**config.mk**
```make
export PLATFORM = sky130hd
export DESIGN_NAME = aes_round_sequencer
export DESIGN_NICKNAME = d
export VERILOG_FILES = /design/src/rtl/aes_model_pack.sv /design/src/rtl/aes_key_step.sv /design/src/rtl/aes_round_sequencer.sv
export SDC_FILE = /design/constraint.sdc
export NUM_CORES = 1
export LEC_CHECK = 0
export ABC_AREA = 1
export CAP_MARGIN = 25
export CELL_PAD_IN_SITES_DETAIL_PLACEMENT = 1
export CELL_PAD_IN_SITES_GLOBAL_PLACEMENT = 1
export CORE_ASPECT_RATIO = 1.4
export CORE_MARGIN = 2
export CORE_UTILIZATION = 23
export CTS_CLUSTER_SIZE = 25
export DETAILED_ROUTE_END_ITERATION = 10
export PLACE_DENSITY_LB_ADDON = 0.25
export SYNTH_ARGS = -nofsm -noshare
export SYNTH_HDL_FRONTEND = slang
export SYNTH_SLANG_ARGS = --single-unit
```
**constraint.sdc**
```tcl
create_clock -name clk -period 4.9 [get_ports clk]
set_input_delay 0.735 -clock clk [delete_from_list [all_inputs] [get_ports clk]]
set_output_delay 0.735 -clock clk [all_outputs]
set_load 0.1 [all_outputs]
```
**src/rtl/aes_model_pack.sv**
```systemverilog
// aes_model_pack: shared state layout, S-box, rcon stepping, round helper
// functions and the sequencer FSM state enum. Used by aes_round_sequencer
// and aes_key_step.
package aes_model_pack;

   localparam int COLUMN_COUNT         = 4;
   localparam int COLUMN_SIZE_IN_BYTES = 4;

   // Element [c][r] is column c, row r; byte 0 of a FIPS-197 vector is [0][0].
   typedef logic [COLUMN_COUNT-1:0][COLUMN_SIZE_IN_BYTES-1:0][7:0] byte_table;

   typedef enum logic [1:0] {IDLE, ROUND, DONE} aes_fsm_e;

   localparam logic [7:0] SBOX [256] = '{
      8'h63, 8'h7c, 8'h77, 8'h7b, 8'hf2, 8'h6b, 8'h6f, 8'hc5, 8'h30, 8'h01, 8'h67, 8'h2b, 8'hfe, 8'hd7, 8'hab, 8'h76,
      8'hca, 8'h82, 8'hc9, 8'h7d, 8'hfa, 8'h59, 8'h47, 8'hf0, 8'had, 8'hd4, 8'ha2, 8'haf, 8'h9c, 8'ha4, 8'h72, 8'hc0,
      8'hb7, 8'hfd, 8'h93, 8'h26, 8'h36, 8'h3f, 8'hf7, 8'hcc, 8'h34, 8'ha5, 8'he5, 8'hf1, 8'h71, 8'hd8, 8'h31, 8'h15,
      8'h04, 8'hc7, 8'h23, 8'hc3, 8'h18, 8'h96, 8'h05, 8'h9a, 8'h07, 8'h12, 8'h80, 8'he2, 8'heb, 8'h27, 8'hb2, 8'h75,
      8'h09, 8'h83, 8'h2c, 8'h1a, 8'h1b, 8'h6e, 8'h5a, 8'ha0, 8'h52, 8'h3b, 8'hd6, 8'hb3, 8'h29, 8'he3, 8'h2f, 8'h84,
      8'h53, 8'hd1, 8'h00, 8'hed, 8'h20, 8'hfc, 8'hb1, 8'h5b, 8'h6a, 8'hcb, 8'hbe, 8'h39, 8'h4a, 8'h4c, 8'h58, 8'hcf,
      8'hd0, 8'hef, 8'haa, 8'hfb, 8'h43, 8'h4d, 8'h33, 8'h85, 8'h45, 8'hf9, 8'h02, 8'h7f, 8'h50, 8'h3c, 8'h9f, 8'ha8,
      8'h51, 8'ha3, 8'h40, 8'h8f, 8'h92, 8'h9d, 8'h38, 8'hf5, 8'hbc, 8'hb6, 8'hda, 8'h21, 8'h10, 8'hff, 8'hf3, 8'hd2,
      8'hcd, 8'h0c, 8'h13, 8'hec, 8'h5f, 8'h97, 8'h44, 8'h17, 8'hc4, 8'ha7, 8'h7e, 8'h3d, 8'h64, 8'h5d, 8'h19, 8'h73,
      8'h60, 8'h81, 8'h4f, 8'hdc, 8'h22, 8'h2a, 8'h90, 8'h88, 8'h46, 8'hee, 8'hb8, 8'h14, 8'hde, 8'h5e, 8'h0b, 8'hdb,
      8'he0, 8'h32, 8'h3a, 8'h0a, 8'h49, 8'h06, 8'h24, 8'h5c, 8'hc2, 8'hd3, 8'hac, 8'h62, 8'h91, 8'h95, 8'he4, 8'h79,
      8'he7, 8'hc8, 8'h37, 8'h6d, 8'h8d, 8'hd5, 8'h4e, 8'ha9, 8'h6c, 8'h56, 8'hf4, 8'hea, 8'h65, 8'h7a, 8'hae, 8'h08,
      8'hba, 8'h78, 8'h25, 8'h2e, 8'h1c, 8'ha6, 8'hb4, 8'hc6, 8'he8, 8'hdd, 8'h74, 8'h1f, 8'h4b, 8'hbd, 8'h8b, 8'h8a,
      8'h70, 8'h3e, 8'hb5, 8'h66, 8'h48, 8'h03, 8'hf6, 8'h0e, 8'h61, 8'h35, 8'h57, 8'hb9, 8'h86, 8'hc1, 8'h1d, 8'h9e,
      8'he1, 8'hf8, 8'h98, 8'h11, 8'h69, 8'hd9, 8'h8e, 8'h94, 8'h9b, 8'h1e, 8'h87, 8'he9, 8'hce, 8'h55, 8'h28, 8'hdf,
      8'h8c, 8'ha1, 8'h89, 8'h0d, 8'hbf, 8'he6, 8'h42, 8'h68, 8'h41, 8'h99, 8'h2d, 8'h0f, 8'hb0, 8'h54, 8'hbb, 8'h16
   };

   // Multiply by x in GF(2^8) with the AES polynomial.
   function automatic logic [7:0] xtime(input logic [7:0] b);
      return {b[6:0], 1'b0} ^ (b[7] ? 8'h1b : 8'h00);
   endfunction

   // rcon sequence 01,02,04,...,80,1B,36 is repeated doubling.
   function automatic logic [7:0] rcon_double(input logic [7:0] rc);
      return xtime(rc);
   endfunction

   function automatic byte_table sub_bytes(input byte_table t);
      byte_table res;
      for (int c = 0; c < COLUMN_COUNT; c++)
         for (int r = 0; r < COLUMN_SIZE_IN_BYTES; r++)
            res[2'(c)][2'(r)] = SBOX[t[2'(c)][2'(r)]];
      return res;
   endfunction

   // Row r rotates left by r columns; the 2-bit index wraps mod 4.
   function automatic byte_table shift_rows(input byte_table t);
      byte_table res;
      for (int c = 0; c < COLUMN_COUNT; c++)
         for (int r = 0; r < COLUMN_SIZE_IN_BYTES; r++)
            res[2'(c)][2'(r)] = t[2'(c + r)][2'(r)];
      return res;
   endfunction

   function automatic byte_table mix_columns(input byte_table t);
      byte_table  res;
      logic [7:0] a0, a1, a2, a3;
      for (int c = 0; c < COLUMN_COUNT; c++) begin
         a0 = t[2'(c)][0];
         a1 = t[2'(c)][1];
         a2 = t[2'(c)][2];
         a3 = t[2'(c)][3];
         res[2'(c)][0] = xtime(a0) ^ xtime(a1) ^ a1 ^ a2 ^ a3;
         res[2'(c)][1] = a0 ^ xtime(a1) ^ xtime(a2) ^ a2 ^ a3;
         res[2'(c)][2] = a0 ^ a1 ^ xtime(a2) ^ xtime(a3) ^ a3;
         res[2'(c)][3] = xtime(a0) ^ a0 ^ a1 ^ a2 ^ xtime(a3);
      end
      return res;
   endfunction

endpackage

```
**src/rtl/aes_key_step.sv**
```systemverilog
// aes_key_step: one AES-128 key-schedule step, purely combinational.
// next_key = expansion of key with the given rcon.
module aes_key_step
   import aes_model_pack::*;
(
   input  byte_table  key_i,
   input  logic [7:0] rcon_i,
   output byte_table  next_key_o
);

   logic [COLUMN_SIZE_IN_BYTES-1:0][7:0] temp;

   // RotWord + SubWord on the last column, rcon into row 0, then chain columns.
   always_comb begin
      // NOTE: every output bit is assigned on every pass, so no latch is inferred.
      temp = '0;
      for (int r = 0; r < COLUMN_SIZE_IN_BYTES; r++)
         temp[2'(r)] = SBOX[key_i[3][2'(r + 1)]];
      temp[0]       = temp[0] ^ rcon_i;
      next_key_o    = '0;
      next_key_o[0] = key_i[0] ^ temp;
      next_key_o[1] = key_i[1] ^ next_key_o[0];
      next_key_o[2] = key_i[2] ^ next_key_o[1];
      next_key_o[3] = key_i[3] ^ next_key_o[2];
   end

endmodule

```
**src/rtl/aes_round_sequencer.sv**
```systemverilog
// aes_round_sequencer: iterative AES-128 encryptor, one round per cycle.
// Accepts a job in IDLE, runs NUM_ROUNDS rounds in ROUND, holds the result
// in DONE until taken. Optional round_idx debug port: AES_ROUND_IDX_EN.
module aes_round_sequencer
   import aes_model_pack::*;
#(
   parameter int NUM_ROUNDS = 10
)(
   input  logic       clk,
   input  logic       rst_n,
   input  logic       in_valid,
   output logic       in_ready,
   input  byte_table  in_block,
   input  byte_table  in_key,
   output logic       out_valid,
   input  logic       out_ready,
   output byte_table  out_block,
   output logic       busy
`ifdef AES_ROUND_IDX_EN
   ,
   output logic [3:0] round_idx
`endif
);

   localparam logic [3:0] LAST_ROUND = 4'(NUM_ROUNDS);

   aes_fsm_e   fsm_q;
   byte_table  state_q;
   byte_table  key_q;
   logic [3:0] cnt_q;
   logic [7:0] rcon_q;
   logic       in_ready_q;
   logic       out_valid_q;
   logic       busy_q;

   byte_table  next_key_d;
   byte_table  shifted_d;
   byte_table  mixed_d;
   byte_table  state_d;
   logic       last_round_d;

   aes_key_step u_key_step (
      .key_i      (key_q),
      .rcon_i     (rcon_q),
      .next_key_o (next_key_d)
   );

   // One full round of the state datapath; MixColumns bypassed on the final round.
   always_comb begin
      last_round_d = (cnt_q == LAST_ROUND);
      shifted_d    = shift_rows(sub_bytes(state_q));
      mixed_d      = mix_columns(shifted_d);
      state_d      = (last_round_d ? shifted_d : mixed_d) ^ next_key_d;
   end

   // Control FSM with registered handshake outputs and the round registers.
   always_ff @(posedge clk) begin
      if (!rst_n) begin
         fsm_q       <= IDLE;
         state_q     <= '0;
         key_q       <= '0;
         cnt_q       <= '0;
         rcon_q      <= 8'h01;
         in_ready_q  <= 1'b1;
         out_valid_q <= 1'b0;
         busy_q      <= 1'b0;
      end else begin
         // NOTE: non-blocking assignments so every register sees pre-edge values.
         case (fsm_q)
            IDLE: begin
               if (in_valid) begin
                  state_q    <= in_block ^ in_key;
                  key_q      <= in_key;
                  cnt_q      <= 4'd1;
                  rcon_q     <= 8'h01;
                  in_ready_q <= 1'b0;
                  busy_q     <= 1'b1;
                  fsm_q      <= ROUND;
               end
            end
            ROUND: begin
               state_q <= state_d;
               key_q   <= next_key_d;
               rcon_q  <= rcon_double(rcon_q);
               if (last_round_d) begin
                  out_valid_q <= 1'b1;
                  fsm_q       <= DONE;
               end else begin
                  cnt_q <= cnt_q + 4'd1;
               end
            end
            DONE: begin
               if (out_ready) begin
                  out_valid_q <= 1'b0;
                  in_ready_q  <= 1'b1;
                  busy_q      <= 1'b0;
                  cnt_q       <= '0;
                  fsm_q       <= IDLE;
               end
            end
            default: fsm_q <= IDLE;
         endcase
      end
   end

   assign in_ready  = in_ready_q;
   assign out_valid = out_valid_q;
   assign out_block = state_q;
   assign busy      = busy_q;

`ifdef AES_ROUND_IDX_EN
   // Counter is 0 in IDLE and parks at NUM_ROUNDS in DONE, so it is the index.
   assign round_idx = cnt_q;
`endif

endmodule

```
==> impl_metrics.toml, run 1 <==
[timing]
relSlewSlack_pct = 27.4
finalCriticalPeriod_ns = 3.62
fmax_ghz = 0.276
holdWs_ns = 0.463
skew_ns = 0.0144
period_share_pct = 74.0
tightest_slew_ns = 1.09
setup_viol = 0
final.setup.tns_ns = 0
hold_viol_final = 0
finalMaxSlewViolations = 0
rsz0062_at_grt = "false"
setup_ws_ns = 1.28

[placed_design]
gp_congestion = 1.05
dpl.hpwl_um = 89900
io_buffers = 390
place_ws_ns = 1.34
placed_cells_incl_taps = 4715

[power]
power.density_nw_per_um2 = 422
p_int_mw = 4.40
switching_share_pct = 58.4
pwr-share-comb_pct = 68.2
pwr-share-seq_pct = 17.9
vdd.ir_drop.worst_mv = 0.267
power_switching_mw = 6.17
clkPwrFrac_pct = 13.9
totalPowerFinal_mw = 10.6
p_leak_nw = 10.5

[clock_network]
cts-hold-fix-buffers = 0
cts_max_level = 4
cts_tree = "done"
clock_latency_ns = 0.47
postCtsSetupBuffers = 0
cts_root_buffer = "clkbuf_16"
cts_sinks = 185
clk_pin_slew_ns = 0.08
numCtsBuffers = 17
post_cts_resize_count = 0
clockBufferDepth = 2

[critical_path]
endpoint_kind = "register"
cp.arrival_ns = 4.00
crit_fanout = 17
start_kind = "register"
critPathKind = "register to register"
crit_required_ns = 5.27

[detailed_routing]
drt_iter0_drc = 2255
vias = 26037
routed_wirelength_um = 119000
wl_per_cell_um = 25.0
via_per_inst = 5.49
drc = 0
dr.pass1.iters = 6
ant_nets = 0

[floorplan]
pin_count = 391
row_count = 127
dieArea_um2 = 88000
initial_core_util_pct = 23.1
die_h_um = 350
die_width_um = 251
core-area_um2 = 85300

[synth]
ys_ff_latch = 185
synth_top_area_share_pct = 18.8
postSynth.asyncResetShare_pct = 0
synthesis.area_um2 = 19700
synth_warnings = 0
synth_edf_count = 0
ys_seq_area_share_pct = 18.8
yosys.area.top_type = "dfxtp_1"
yosysUniqueCellTypes = 51
synth_area_per_cell_um2 = 5.80
syn-num-nets = 3720
syn_inst = 3394
synth.area.top_cells = "dfxtp_1 (19%), nand2_1 (17%), nand3_1 (15%), o21ai_0 (7.7%), a21oi_1 (7.5%)"
ys.flop_type = "dfxtp_1"

[global_route]
antenna_found_initial = 7
grt_overflow = 0
grt_start_max_net_pins = 82
grt_pass1_vias = 26299
grt_pass1_wl_um = 174000
grt_usage_pct = 26.0

[final_layout]
syn_to_final_growth_pct = 27.3
diodes = 0
instances_no_fill = 4746
final_nets = 3964
fill_cells = 10911
drive_gt1_share_pct = 4.60

[outcome]
status = "complete, no violations"

[flow_run]
drv_cap = 0

[worst_hold_path]
min_path_type = "register to register"
-- placed cells by master, fill, tap and decap left out, drive strengths merged, types with 4 or more instances in the layout --
cell | synthesis | final
o22ai | 25 | 25
or2 | 6 | 6
clkbuf | 122 | 20
ha | 66 | 66
a21o | 7 | 7
clkinv | 6 | 8
a211oi | 4 | 4
nand3b | 4 | 4
nand4 | 22 | 22
o31ai | 4 | 4
o21ai | 317 | 317
clkdlybuf4s50 | 0 | 389
buf | 111 | 69
xnor2 | 22 | 22
inv | 222 | 229
a221oi | 7 | 7
nand3 | 585 | 585
o211ai | 83 | 83
o221ai | 19 | 19
o311ai | 10 | 10
nor3 | 12 | 12
a21oi | 298 | 298
nor2 | 182 | 182
dfxtp | 185 | 185
xor2 | 114 | 114
a31oi | 30 | 30
nand2 | 913 | 913
o21a | 4 | 4
-- critical path, stage by stage, from the launching register on --
cell	delay [ns]
dfxtp_1	0.80
inv_1	0.36
ha_1	0.45
nor2_1	0.55
o21ai_0	0.34
o21ai_0	0.20
o21ai_0	0.12
nand3_1	0.11
nand3_1	0.08
nand2_1	0.12
a21oi_1	0.07
nand2_1	0.10
nand3_1	0.10
nand2_1	0.09
inv_1	0.03
-- sequential cells by signal (all words and copies together) (netlist names) --
signal,flops
out_block,128
key_q,40
rcon_q,8
cnt_q,4
fsm_q,2
busy,1
in_ready,1
out_valid,1
-- routing by layer --
layer  vias up  wire length, µm  GRT usage (%)
met5         -               69              0
met4        12             6700           13.2
met3       339             6730           4.11
met2      1129            59500           46.5
met1     12532            45700           29.8
li1      12025                -              -
-- power groups by stage --
stage | registers (mW) | clock network (mW) | logic (mW)
2_1_floorplan | 2.67 | 0 | 3.83
3_3_place_gp | 1.92 | 0 | 7.10
5_1_grt | 1.92 | 1.57 | 7.73
4_1_cts | 1.89 | 1.52 | 7.08
6_report | 1.90 | 1.47 | 7.21
3_5_place_dp | 1.92 | 0 | 7.05
-- kinds of logic after synthesis --
group	after synthesis	share of synthesized area (%)
simple gates	1726	37.9
compound gates	820	23.4
buf+inv	461	9.70
flops	185	18.8
xor+xnor	136	6.05
fa+ha+maj	66	4.19
-- synth_stat cells, types with 6 or more instances --
cell type    n
o221ai_1    19
buf_2       66
ha_1        66
a21o_1       7
xnor2_1     22
o211ai_1    83
nor2_1     176
buf_1       28
o22ai_1     25
nand2_2     23
a21oi_1    297
a221oi_1     7
inv_2       11
buf_4       11
nand4_1     22
nand2_1    885
inv_1      209
o21ai_0    304
xor2_1     114
clkbuf_1   121
o21ai_1     13
clkinv_1     6
o311ai_0    10
or2_2        6
nor3_1      12
a31oi_1     30
nand3_1    580
dfxtp_1    185
-- final cells by class --
type | count | area (µm²) | share of cell area (%)
sequential | 185 | 3710 | 14.8
multi-input combinational | 2748 | 14100 | 56.2
clock inverter | 11 | 128 | 0.509
clock buffer | 20 | 457 | 1.82
timing repair buffer | 458 | 4440 | 17.7
tap | 1096 | 1370 | 5.47
inverter | 228 | 867 | 3.46
-- stage by stage --
step | utilization (%) | area, µm²
finish | 29.4 | 25100
global route | 29.4 | 25100
CTS | 29.4 | 25100
detailed placement | 28.7 | 24500
global placement | 28.7 | 24500
floorplan | - | 19700
-- worst paths after layout --
check | start | endpoint | slack (ns) | depth (start not counted)
max | out_block[33]$_SDFFE_PN0P_ | out_block[33]$_SDFFE_PN0P_ | 1.28 | 14
min | out_block[127]$_SDFFE_PN0P_ | out_block[127]$_SDFFE_PN0P_ | 0.46 | 2
min reg2reg | out_block[127]$_SDFFE_PN0P_ | out_block[127]$_SDFFE_PN0P_ | 0.46 | 2
max reg2reg | out_block[33]$_SDFFE_PN0P_ | out_block[33]$_SDFFE_PN0P_ | 1.28 | 14
Power figures use the tool's default switching activity.
==> run 2: changes to the inputs <==
- clock period: 4.9 -> 3.5 ns (I/O delays scaled with it)
==> impl_metrics.toml, run 2 (synthesis results as in run 1) <==
[final_layout]
drive_gt1_share_pct = 7.05
instances_no_fill = 4815
stdcell_area_um2 = 25600
syn_to_final_growth_pct = 30.2
layout_common_cells = "nand2_1 (885), nand3_1 (580), clkdlybuf4s50_1 (363)"
final_nets = 4030
final_util_pct = 30.1
layout_commonest_cell = "nand2_1"
largest_reg_flops = 128

[timing]
period_share_pct = 92.3
holdWs_ns = 0.461
tightest_slew_ns = 1.10
setup_ws_ns = 0.270
final.setup.tns_ns = 0
hold_viol_final = 0
relSlewSlack_pct = 26.4
rsz0062_at_grt = "false"
setup_viol = 0
skew_ns = 0.0166
fmax_ghz = 0.310
finalCriticalPeriod_ns = 3.23
finalMaxSlewViolations = 0

[detailed_routing]
dr.pass1.iters = 6
vias = 26389
drt_iter0_drc = 2119
wl_per_cell_um = 25.7
routed_wirelength_um = 124000
via_per_inst = 5.48
ant_nets = 0
drc = 0

[critical_path]
endpoint_kind = "register"
cp.arrival_ns = 3.61
start_kind = "register"
critPathKind = "register to register"
r2r_cells = 19
r2r-start = "key_q[105]$_SDFFE_PN0P_"
r2r_slack_ns = 0.27
crit_required_ns = 3.88
worstSetupEndpoint = "out_block[33]$_SDFFE_PN0P_"
crit_start = "key_q[105]$_SDFFE_PN0P_"
r2r-end = "out_block[33]$_SDFFE_PN0P_"
crit_fanout = 8

[floorplan]
die_width_um = 251
row_count = 127
dieArea_um2 = 88000
core-area_um2 = 85300
initial_core_util_pct = 23.1
pin_count = 391
die_h_um = 350

[flow_run]
drv_cap = 0

[outcome]
status = "complete, no violations"

[placed_design]
dpl.hpwl_um = 95100
placed_cells_incl_taps = 4781
gp_congestion = 1.03
placed_area_um2 = 25000
place_ws_ns = 0.326
io_buffers = 390

[global_route]
antenna_found_initial = 10
grt_pass1_wl_um = 180000
grt_overflow = 0
grt_usage_pct = 27.2
grt_start_max_net_pins = 127
grt_pass1_vias = 26917

[power]
totalPowerFinal_mw = 15.3
pwr-share-comb_pct = 69.6
power_switching_mw = 8.94
clkPwrFrac_pct = 13.7
p_int_mw = 6.38
power.density_nw_per_um2 = 597
switching_share_pct = 58.4
vdd.ir_drop.worst_mv = 0.406
pwr-share-seq_pct = 16.7
p_leak_nw = 10.9

[clock_network]
cts_max_level = 4
clk_pin_slew_ns = 0.08
numCtsBuffers = 17
cts_sinks = 185
clock_latency_ns = 0.48
cts-hold-fix-buffers = 0
post_cts_resize_count = 0
cts_tree = "done"
clockBufferDepth = 2
postCtsSetupBuffers = 0
cts_root_buffer = "clkbuf_16"

[worst_hold_path]
min_path_type = "register to register"
run 2: cell types whose count changed in the layout (fill, tap and decap cells not counted), sizes merged:
cell	delta
clkinv	+1
clkbuf	-1
clkinvlp	+1
diode	+2
clkdlybuf4s50	-26
buf	+92
run 2: critical path, stage by stage, from the launching register on:
cell	delay, ns
dfxtp_1	0.57
buf_4	0.25
ha_1	0.27
inv_1	0.09
nand2_1	0.23
inv_1	0.11
nand2_1	0.28
nand4_1	0.18
nand2_1	0.10
nand3_1	0.07
nand3_1	0.15
nand2_1	0.08
nand2_1	0.09
nand2_2	0.12
nand2_1	0.10
nand3_1	0.09
nand2_1	0.08
nand3_1	0.13
nand2_1	0.10
inv_1	0.04
run 2: final cells by class:
cell class | count | area [µm²]
antenna | 2 | 5.00
clock buffer | 19 | 453
clock inverter | 13 | 149
fill | 10916 | 59700
inverter | 228 | 867
multi-input combinational | 2748 | 14100
sequential | 185 | 3710
tap | 1096 | 1370
timing repair buffer | 524 | 4980
run 2: routing by layer:
layer / share of wire, % / wire, µm / vias to the layer above / GRT usage (%)
met1: 38 / 46800 / 12701 / 30.4
met5: 0.083 / 103 / - / 0
met3: 5.9 / 7270 / 346 / 4.31
met2: 50 / 62100 / 1177 / 49.0
met4: 5.9 / 7330 / 16 / 15.0
li1: - / - / 12149 / -
run 2: power by group through the flow:
| stage | combinational (mW) | sequential (mW) | clock (mW) |
|---|---|---|---|
| floorplan | 5.37 | 3.73 | 0 |
| global placement | 10.5 | 2.59 | 0 |
| detailed placement | 10.4 | 2.60 | 0 |
| CTS | 10.5 | 2.56 | 2.15 |
| global route | 11.4 | 2.59 | 2.21 |
| finish | 10.7 | 2.56 | 2.10 |
run 2: worst min-delay path by stage:
| stage | startpoint | to | cells after the start |
|---|---|---|---|
| floorplan | key_q[74]$_SDFFE_PN0P_ | key_q[74]$_SDFFE_PN0P_ | 2 |
| global placement | out_block[29]$_SDFFE_PN0P_ | out_block[29]$_SDFFE_PN0P_ | 2 |
| detailed placement | out_block[23]$_SDFFE_PN0P_ | out_block[23]$_SDFFE_PN0P_ | 2 |
| CTS | out_block[119]$_SDFFE_PN0P_ | out_block[119]$_SDFFE_PN0P_ | 2 |
| global route | out_block[23]$_SDFFE_PN0P_ | out_block[23]$_SDFFE_PN0P_ | 2 |
| finish | out_block[119]$_SDFFE_PN0P_ | out_block[119]$_SDFFE_PN0P_ | 2 |
